**src/rtl/score_pkg.sv**
```systemverilog
// Shared score definitions: increment width, default limit and the score width
// helper reused by the display/BCD blocks.
package score_pkg;

    localparam int SCORE_INC_WIDTH   = 7;
    localparam int DEFAULT_MAX_SCORE = 9999;

    typedef logic [SCORE_INC_WIDTH-1:0] score_inc_t;

    function automatic int score_width(input int max);
        return $clog2(max);
    endfunction

endpackage

```
**src/rtl/sat_adder.sv**
```systemverilog
// Combinational saturating adder: one extra bit of sum headroom, then a clamp to LIMIT.
module sat_adder #(
    parameter int WIDTH    = 14,
    parameter int IN_WIDTH = 7,
    parameter int LIMIT    = 9999
) (
    input  logic [WIDTH-1:0]    a,
    input  logic [IN_WIDTH-1:0] b,
    output logic [WIDTH:0]      sum,
    output logic                saturated,
    output logic [WIDTH-1:0]    result
);

    // The WIDTH+1 bit sum can never overflow, so a single compare catches every clamp case.
    assign sum       = {1'b0, a} + (WIDTH+1)'(b);
    assign saturated = (sum > (WIDTH+1)'(LIMIT));
    assign result    = saturated ? WIDTH'(LIMIT) : sum[WIDTH-1:0];

endmodule

```
**src/rtl/score_counter.sv**
```systemverilog
// Registered saturating score total; score_increase is sampled every cycle with
// no handshake, and a held value is added again on each edge.
module score_counter
    import score_pkg::*;
#(
    parameter int MAX_SCORE   = DEFAULT_MAX_SCORE,
    parameter int SCORE_WIDTH = score_width(MAX_SCORE)
) (
    input  logic                       clk,
    input  logic                       rst,
    input  logic [SCORE_INC_WIDTH-1:0] score_increase,
    output logic [SCORE_WIDTH-1:0]     score_count
);

    // A power-of-two limit would need one more bit than $clog2 provides.
    if ((MAX_SCORE & (MAX_SCORE - 1)) == 0) begin : g_bad_max
        $error("score_counter: MAX_SCORE (%0d) must not be a power of two", MAX_SCORE);
    end
    if (SCORE_WIDTH < SCORE_INC_WIDTH) begin : g_bad_width
        $error("score_counter: SCORE_WIDTH (%0d) narrower than the increment", SCORE_WIDTH);
    end

    logic [SCORE_WIDTH:0]   sum_full;
    logic                   sat_flag;
    logic [SCORE_WIDTH-1:0] sat_result;
    logic                   unused_sat;

    sat_adder #(
        .WIDTH    (SCORE_WIDTH),
        .IN_WIDTH (SCORE_INC_WIDTH),
        .LIMIT    (MAX_SCORE)
    ) u_sat_adder (
        .a         (score_count),
        .b         (score_increase),
        .sum       (sum_full),
        .saturated (sat_flag),
        .result    (sat_result)
    );

    assign unused_sat = ^{sum_full, sat_flag};

    // Reset takes the constant branch, so an X on score_increase never reaches the register.
    always_ff @(posedge clk) begin
        if (rst) begin
            score_count <= '0;
        end else begin
            score_count <= sat_result;
        end
    end

endmodule

```
**config.mk**
```make
export PLATFORM = sky130hd
export DESIGN_NAME = score_counter
export DESIGN_NICKNAME = d
export VERILOG_FILES = /design/src/rtl/score_pkg.sv /design/src/rtl/sat_adder.sv /design/src/rtl/score_counter.sv
export SDC_FILE = /design/constraint.sdc
export NUM_CORES = 1
export LEC_CHECK = 0
export CAP_MARGIN = 20
export CORE_ASPECT_RATIO = 1.2
export CORE_UTILIZATION = 55
export CTS_CLUSTER_DIAMETER = 100
export DETAILED_ROUTE_END_ITERATION = 10
export PLACE_DENSITY = 0.84
export SETUP_SLACK_MARGIN = 0.4
export SYNTH_ARGS = -nofsm -noshare
export SYNTH_HDL_FRONTEND = slang
export SYNTH_HIERARCHICAL = 1
export SYNTH_SLANG_ARGS = --single-unit
```
**constraint.sdc**
```tcl
create_clock -name clk -period 4.85 [get_ports clk]
set_input_delay 0.97 -clock clk [delete_from_list [all_inputs] [get_ports clk]]
set_output_delay 0.97 -clock clk [all_outputs]
set_load 0.02 [all_outputs]
```
==> impl_metrics.json, run 1 <==
{
  "synth_area_per_cell_um2": 9.30,
  "cts_resized": 0,
  "slowest_stage": "clkdlybuf4s50_1",
  "path_buf_inv": 2,
  "cp.arrival_ns": 3.57,
  "netSwitchingPower_uw": 263,
  "status": "finished, final reports clean",
  "syn_nets": 138,
  "internal-power_uw": 373,
  "drt_iter0_markers": 23,
  "antenna_found_initial": 0,
  "r2r-start": "score_count[0]",
  "regArea_um2": 280,
  "grt_overflow": 0,
  "multi_input_area_um2": 792,
  "startpoint_type": "input pin",
  "path_max_fanout": 8,
  "path_class": "input pin to register",
  "fin_util_pct": 73.9,
  "top_register": "score_count",
  "finalCriticalPeriod_ns": 3.42,
  "slew_headroom_pct": 52.5,
  "die_width_um": 43.3,
  "clk-insertion-delay-late_ns": 0.27,
  "ios": 23,
  "irDropWorstVdd_uv": 264,
  "htree_levels": 1,
  "hold_viol": 0,
  "ys_warn_count": 6,
  "start_util_pct": 60.1,
  "synth_cells": 121,
  "fin_skew_ns": 0.00407,
  "drv_slew": 0,
  "hold_path.class": "register to register",
  "crit_required_ns": 5.00,
  "grt_pass1_wl_mm": 4.02,
  "p_clk_share_pct": 13.2,
  "syn_to_final_growth_pct": 22.9,
  "cts_made_buffers": 3,
  "antenna_cells": 0,
  "drive_above_1_share_pct": 20.7,
  "min-delay-start": "score_count[13]",
  "cts_setup_buffers": 0,
  "first_pass_iters": 4,
  "gp_congestion": 0.853,
  "setup_slack_ns": 1.43,
  "max_stage_delay_ns": 0.45,
  "clockRootBuffer": "clkbuf_4",
  "pwr-share-comb_pct": 61.9,
  "fin_setup_tns_ns": 0,
  "holdPathStages": 3,
  "grt_max_degree": 15,
  "synth_area_um2": 1120,
  "dp_slack_ns": 1.19,
  "rsz0062_at_grt": "false",
  "drc": 0,
  "first_global_vias": 959,
  "path_delay_family": "simple AND/OR/NAND/NOR gates",
  "clk_path_buf_depth": 2,
  "dp_hpwl_mm": 1.81,
  "powerDensity_nw_per_um2": 459,
  "max_cap_viol_count": 0,
  "grtUsageTotal_pct": 23.2,
  "avgViaCountPerCell": 6.12,
  "r2r-end": "score_count[4]",
  "nFillCells": 150,
  "hold_end": "score_count[11]",
  "post-route-period-util_pct": 70.5,
  "clock-sinks": 14,
  "cts_hold_buf": 0,
  "nets": 163,
  "path_clk_slew_ns": 0.09,
  "drt_wl_total_mm": 2.39,
  "die_y_um": 51.5,
  "cp_cell_sequence": "clkdlybuf4s50_1 -> ha_1 -> inv_1 -> fa_1 -> nor2b_4 -> o31ai_2 -> a21oi_1 -> o41a_1 -> nand4_2 -> and3_1 -> nor2b_2",
  "crit_path_end_kind": "register",
  "coreArea_um2": 1870,
  "largest_registers": "score_count: 14 flops",
  "die_area_um2": 2230,
  "portBuffers": 22,
  "worst_pin_slew_ns": 0.706,
  "p_seq_share_pct": 24.9,
  "cts_tree": "built",
  "ant_nets": 0,
  "power.total_uw": 635,
  "num_vias": 1004,
  "power.leakage_nw": 0.580,
  "max_freq_ghz": 0.293,
  "std_cell_rows": 17,
  "swShare_pct": 41.3,
  "r2r_slack_ns": 2.22,
  "wire_per_inst_um": 14.6,
  "setup_viol": 0,
  "r2r_cells": 10,
  "largest_reg_flops": 14
}
[cell type report]
| cell class | instances | share of cell area [%] |
|---|---|---|
| well taps | 19 | 1.72 |
| inverters | 8 | 2.17 |
| multi-input cells | 97 | 57.3 |
| flip-flops and latches | 14 | 20.3 |
| clock buffers | 4 | 2.62 |
| repair buffers | 22 | 15.9 |
[power groups by stage]
stage | Combinational (mW) | Clock (mW) | Sequential [mW]
after global placement | 0.380 | 0 | 0.160
after CTS | 0.391 | 0.0865 | 0.159
after detailed placement | 0.387 | 0 | 0.161
after floorplan | 0.266 | 0 | 0.188
final | 0.394 | 0.0838 | 0.158
after global routing | 0.427 | 0.0894 | 0.161
[layout by cell type, fill, tap and decap left out, types with 2 or more instances in the layout]
| cell type | n |
|---|---|
| a211oi_2 | 2 |
| a21oi_1 | 5 |
| and2b_1 | 3 |
| and3_1 | 5 |
| and4_1 | 2 |
| clkbuf_4 | 3 |
| clkdlybuf4s50_1 | 22 |
| dfxtp_1 | 14 |
| ha_1 | 7 |
| inv_1 | 8 |
| nand2_1 | 6 |
| nor2_1 | 4 |
| nor2b_2 | 10 |
| nor3_1 | 2 |
| o211ai_1 | 4 |
| o21a_1 | 2 |
| o21ai_0 | 4 |
| o31ai_2 | 2 |
| or3_1 | 2 |
| xnor2_1 | 5 |
| xor2_1 | 4 |
[worst reg2reg max path, stage by stage, from the launching register on]
cell     delay (ns)
dfxtp_1        0.35
ha_1           0.20
inv_1          0.07
fa_1           0.44
nor2b_4        0.16
o31ai_2        0.07
a21oi_1        0.30
o41a_1         0.27
nand4_2        0.24
and3_1         0.26
nor2b_2        0.14
[how the worst max path moves through the flow]
stage / from / to / slack [ns] / depth (start not counted)
2_1_floorplan: score_increase[0] / score_count[4] / 1.93 / 10
3_3_place_gp: score_increase[0] / score_count[6] / 1.26 / 11
3_5_place_dp: score_increase[0] / score_count[6] / 1.19 / 11
4_1_cts: score_increase[0] / score_count[4] / 1.48 / 11
5_1_grt: score_increase[0] / score_count[0] / 1.30 / 11
6_report: score_increase[0] / score_count[4] / 1.43 / 11
[stage by stage]
| stage | std cells | hold slack, ns | area (um^2) |
|---|---|---|---|
| after floorplan | 121 | 0.704 | 1120 |
| after global placement | 160 | 0.661 | 1350 |
| after detailed placement | 160 | 0.659 | 1350 |
| after CTS | 164 | 0.689 | 1380 |
| after global routing | 164 | 0.760 | 1380 |
| final | 164 | 0.680 | 1380 |
[routing by layer]
layer	GRT usage (%)	wire length, um
met1	28.4	1060
met4	9.09	16
met3	2.08	104
met2	41.5	1210
met5	0	0
No activity file was read; power rests on OpenSTA's default activity.
==> inputs of run 2 (changes only) <==
--- a/config.mk
+++ b/config.mk
@@ -7,10 +7,10 @@
 export LEC_CHECK = 0
 export CAP_MARGIN = 20
 export CORE_ASPECT_RATIO = 1.2
-export CORE_UTILIZATION = 55
+export CORE_UTILIZATION = 51
 export CTS_CLUSTER_DIAMETER = 100
 export DETAILED_ROUTE_END_ITERATION = 10
-export PLACE_DENSITY = 0.84
+export PLACE_DENSITY = 0.79
 export SETUP_SLACK_MARGIN = 0.4
 export SYNTH_ARGS = -nofsm -noshare
 export SYNTH_HDL_FRONTEND = slang
==> constraint.sdc (replaced) <==
create_clock -name clk -period 3.55 [get_ports clk]
set_input_delay 0.71 -clock clk [delete_from_list [all_inputs] [get_ports clk]]
set_output_delay 0.71 -clock clk [all_outputs]
set_load 0.02 [all_outputs]
==> run 2 against run 1 <==
  * Total power increased by 39%
  * Clock power increased by 41%
  * Sequential power increased by 37%
  * Critical path depth unchanged
  * First-iteration DRC count decreased by 83%
  * Largest power group unchanged
  * Highest routed layer unchanged
==> impl_metrics.json, run 2 (same netlist as run 1, synthesis figures left out) <==
{
  "cp_cell_sequence": "clkdlybuf4s50_1 -> ha_1 -> inv_1 -> fa_1 -> nor2b_4 -> o31ai_2 -> a21oi_2 -> o41a_1 -> nand4_4 -> and3_1 -> nor2b_2",
  "clk_path_buf_depth": 2,
  "irDropWorstVdd_uv": 344,
  "worst_pin_slew_ns": 0.673,
  "gp_congestion": 0.876,
  "setup_viol": 0,
  "drt_wl_total_mm": 2.40,
  "finalCriticalPeriod_ns": 3.05,
  "antenna_cells": 0,
  "power.total_uw": 885,
  "drc": 0,
  "first_pass_iters": 4,
  "wire_per_inst_um": 13.6,
  "avgViaCountPerCell": 5.72,
  "clockRootBuffer": "clkbuf_4",
  "coreArea_um2": 2070,
  "path_max_fanout": 8,
  "nets": 164,
  "grt_max_degree": 15,
  "std_cell_rows": 18,
  "portBuffers": 22,
  "die_area_um2": 2400,
  "hold_path.class": "register to register",
  "slew_headroom_pct": 55.0,
  "largest_reg_flops": 14,
  "first_global_vias": 935,
  "clk-insertion-delay-late_ns": 0.28,
  "start_util_pct": 54.3,
  "crit_path_end_kind": "register",
  "top_register": "score_count",
  "grt_pass1_wl_mm": 3.84,
  "fin_skew_ns": 0.00276,
  "grtUsageMet2_pct": 39.5,
  "nFillCells": 186,
  "startpoint_type": "input pin",
  "cts_made_buffers": 3,
  "largest_registers": "score_count: 14 flops",
  "fin_setup_tns_ns": 0,
  "max_cap_viol_count": 0,
  "ios": 23,
  "grt-busiest-layer": "met2",
  "slowest_stage": "clkdlybuf4s50_1",
  "mostFrequentLayoutCell": "clkdlybuf4s50_1",
  "die_y_um": 53.4,
  "drv_slew": 0,
  "path_class": "input pin to register",
  "antenna_found_initial": 0,
  "crit_required_ns": 3.71,
  "htree_levels": 1,
  "cts_tree": "built",
  "grt_overflow": 0,
  "die_width_um": 44.9,
  "hold_viol": 0,
  "cp.arrival_ns": 3.21,
  "power.leakage_nw": 0.591,
  "rsz0062_at_grt": "false",
  "dp_hpwl_mm": 1.82,
  "drive_above_1_share_pct": 22.6,
  "num_vias": 1007,
  "path_clk_slew_ns": 0.09,
  "status": "finished, final reports clean",
  "post-route-period-util_pct": 85.9,
  "met3_usage_pct": 2.05,
  "clock-sinks": 14,
  "drt_iter0_markers": 4,
  "grtUsageMet1_pct": 26.1,
  "ant_nets": 0,
  "cts_hold_buf": 0,
  "grtUsageTotal_pct": 22.1,
  "final_cell_mix": "clkdlybuf4s50_1, dfxtp_1, nor2b_2, inv_1, ha_1",
  "powerDensity_nw_per_um2": 622,
  "path_buf_inv": 2,
  "syn_to_final_growth_pct": 26.5,
  "max_stage_delay_ns": 0.47,
  "max_freq_ghz": 0.328,
  "path_delay_family": "simple AND/OR/NAND/NOR gates"
}
[run 2: cell count changes in the layout (fill, tap and decap cells not counted), sizes merged]
cell  change
buf       +1
[run 2: cell type report]
cell class | instances | area [um^2] | area share, %
Multi-Input combinational cell | 97 | 811 | 57.0
Sequential cell | 14 | 280 | 19.7
Timing Repair Buffer | 23 | 228 | 16.0
Tap cell | 30 | 37.5 | 2.64
Clock buffer | 4 | 36.3 | 2.55
Inverter | 8 | 30.0 | 2.11
[run 2: what timing repair did]
item	CTS	global route
setup buffers	0	1
gates resized for setup	0	3
endpoints found under the hold margin	0	0
endpoints found under the setup margin	0	8
[run 2: per-layer routing]
| layer | up-vias | part of all wire [%] |
|---|---|---|
| met1 | 486 | 44 |
| met4 | 0 | 1.3 |
| li1 | 497 | - |
| met5 | - | 0 |
| met2 | 20 | 52 |
| met3 | 4 | 2.7 |
[run 2: worst min-delay path, delay by kind of cell (launching register included)]
| kind | cells | cell delay [ns] |
|---|---|---|
| simple gates | 2 | 0.22 |
| flops | 1 | 0.36 |
| buf+inv | 1 | 0.08 |
[run 2: power breakdown]
group | switching, mW | internal, mW
combinational | 0.284 | 0.266
clock | 0.0559 | 0.0624
sequential | 0.0257 | 0.191
[run 2: stage by stage]
step | instances | hold slack, ns | util, % | setup slack, ns | cell area, um^2
3_5_place_dp | 171 | 0.651 | 65.6 | 0.0969 | 1360
4_1_cts | 175 | 0.679 | 67.4 | 0.404 | 1400
5_1_grt | 176 | 0.727 | 68.7 | 0.408 | 1420
3_3_place_gp | 171 | 0.664 | 65.6 | 0.216 | 1360
6_report | 176 | 0.684 | 68.7 | 0.500 | 1420
2_1_floorplan | 121 | 0.704 | - | 0.889 | 1120
[run 2: path summary, 6_finish.rpt]
path,start,to,slack [ns],cells after the start
setup / recovery,score_increase[0],score_count[6],0.50,11
hold / removal,score_count[13],score_count[11],0.68,3
setup reg to reg,score_count[0],score_count[6],1.03,10
hold reg to reg,score_count[13],score_count[11],0.68,3
==> inputs of run 3 (changes only) <==
==> constraint.sdc (replaced) <==
create_clock -name clk -period 2.9 [get_ports clk]
set_input_delay 0.58 -clock clk [delete_from_list [all_inputs] [get_ports clk]]
set_output_delay 0.58 -clock clk [all_outputs]
set_load 0.02 [all_outputs]
==> run 3 against run 2 <==
  * Critical path type is now register to register
  * Count of clock-buffer cells in the layout decreased by 1
  * Sequential power increased by 31%
  * Clock power decreased by 5%
  * Setup slack got worse by 0.067 ns
  * Total power increased by 49%
  * Die area unchanged
  * Combinational power increased by 69%
  * Largest cell class unchanged
  * Sequential share of layout area decreased by 3.4 points
  * Critical endpoint is now score_count[1]
  * Design area increased by 20%
  * First-iteration DRC count increased to 4.0 times the previous value
==> impl_metrics.json, run 3 (same netlist as run 1, synthesis figures left out) <==
{
  "antenna_found_initial": 0,
  "path_clk_slew_ns": 0.09,
  "cp_cell_sequence": "ha_2 -> inv_2 -> fa_2 -> nor2b_4 -> o31ai_4 -> a21oi_4 -> o41a_1 -> nand4_4 -> o211ai_1 -> nor2b_2",
  "drive_above_1_share_pct": 43.6,
  "drt_iter0_markers": 16,
  "grtUsageTotal_pct": 28.8,
  "clk-insertion-delay-late_ns": 0.28,
  "path_class": "register to register",
  "die_y_um": 53.4,
  "hold_end": "score_count[12]",
  "drt_wl_total_mm": 3.24,
  "coreArea_um2": 2070,
  "clk_path_buf_depth": 2,
  "r2r-start": "score_count[0]",
  "min-delay-start": "score_count[12]",
  "path_buf_inv": 1,
  "avgViaCountPerCell": 5.85,
  "first_pass_iters": 4,
  "multi_input_area_um2": 982,
  "htree_levels": 1,
  "wire_per_inst_um": 16.6,
  "placed_cell_area_um2": 1450,
  "gp_congestion": 0.800,
  "rsz0062_at_grt": "true",
  "crit_path_end_kind": "register",
  "regArea_um2": 280,
  "drv_slew": 0,
  "power.leakage_nw": 0.706,
  "holdPathStages": 3,
  "r2r_slack_ns": 0.43,
  "r2r_cells": 10,
  "slowest_stage": "dfxtp_1",
  "die_width_um": 44.9,
  "crit_required_ns": 3.12,
  "ios": 23,
  "worst_pin_slew_ns": 0.772,
  "start_util_pct": 54.3,
  "nFillCells": 131,
  "cts_tree": "built",
  "cts_made_buffers": 3,
  "final_area_um2": 1710,
  "startpoint_type": "register",
  "top_register": "score_count",
  "max_stage_delay_ns": 0.37,
  "final_cell_mix": "buf_4, clkdlybuf4s50_1, dfxtp_1, nor2b_2, inv_1",
  "post-route-period-util_pct": 85.1,
  "drc": 0,
  "num_vias": 1141,
  "grt_pass1_wl_mm": 4.97,
  "path_delay_family": "compound AO/OA/AOI/OAI gates",
  "std_cell_rows": 18,
  "grt_overflow": 0,
  "holdWs_ns": 0.750,
  "grt_max_degree": 15,
  "largest_reg_flops": 14,
  "nets": 184,
  "hold_path.class": "register to register",
  "fin_skew_ns": 0.0108,
  "clockRootBuffer": "clkbuf_4",
  "path_max_fanout": 8,
  "slew_headroom_pct": 48.4,
  "cp.arrival_ns": 2.68,
  "largest_registers": "score_count: 14 flops",
  "irDropWorstVdd_uv": 490,
  "finalCriticalPeriod_ns": 2.47,
  "first_global_vias": 1134,
  "ant_nets": 0,
  "mostFrequentLayoutCell": "buf_4",
  "dp_hpwl_mm": 1.99,
  "setup_viol": 0,
  "syn_to_final_growth_pct": 52.4,
  "status": "finished, final reports clean",
  "antenna_cells": 0,
  "portBuffers": 22,
  "hold_viol": 0,
  "die_area_um2": 2400,
  "max_cap_viol_count": 0,
  "r2r-end": "score_count[1]",
  "powerDensity_nw_per_um2": 772,
  "max_freq_ghz": 0.405,
  "clock-sinks": 14
}
run 3: cell types whose count changed in the layout (fill, tap and decap cells not counted), moves of 2 or more:
cell	previous run	this run
clkbuf_2	0	2
ha_4	0	6
ha_1	7	0
o31ai_4	0	2
nand2_2	0	2
a21oi_1	4	2
buf_4	1	21
clkdlybuf4s50_1	22	15
dlygate4sd2_1	0	5
nand2_1	6	4
o31ai_2	2	0
run 3: worst max path at each step:
stage / startpoint / end / depth (start not counted)
after detailed placement: score_increase[0] / score_count[6] / 11
after global placement: score_increase[0] / score_count[4] / 11
final: score_count[0] / score_count[1] / 10
after global routing: score_increase[6] / score_count[12] / 12
after CTS: score_increase[0] / score_count[9] / 10
after floorplan: score_increase[0] / score_count[8] / 9
run 3: power breakdown:
part | switching [mW] | internal, mW
sequential | 0.0483 | 0.234
clock | 0.0641 | 0.0481
combinational | 0.444 | 0.484
run 3: layout make-up:
class                           instances  share of cell area, %
Sequential cell                        14                   16.4
Timing Repair Buffer                   43                   21.1
Inverter                                8                   1.75
Tap cell                               30                   2.19
Clock buffer                            3                   1.31
Multi-Input combinational cell         97                   57.3
run 3: tightest hold or removal path: cells and delay by family (launching register included):
| family | cells | cell delay, ns |
|---|---|---|
| DFF | 1 | 0.36 |
| and+or+nand+nor | 2 | 0.21 |
| xor gates and xnor gates | 1 | 0.15 |
run 3: routing by layer:
| metal | up-vias | track usage [%] | wire length, um |
|---|---|---|---|
| met5 | - | 0 | 0 |
| met4 | 0 | 12.6 | 51 |
| met1 | 572 | 34.5 | 1410 |
| li1 | 533 | - | - |
| met3 | 6 | 2.73 | 96 |
| met2 | 30 | 51.0 | 1680 |
run 3: per-stage QoR:
step | TNS (ns) | util, % | instances | power, mW | worst slack, ns
floorplan | 0 | - | 121 | 0.765 | 0.409
global placement | -1.65 | 70.2 | 183 | 0.969 | -0.222
detailed placement | -2.63 | 70.2 | 183 | 0.988 | -0.285
CTS | 0 | 80.9 | 194 | 1.27 | 0.402
global route | 0 | 82.7 | 195 | 1.40 | 0.351
finish | 0 | 82.7 | 195 | 1.32 | 0.433
run 3: what timing repair did:
item | in CTS | in global routing
pin swaps | 20 | 10
endpoints found under the setup margin | 13 | 12
setup buffers | 8 | 1
hold buffers | 0 | 0
resized for setup | 30 | 12
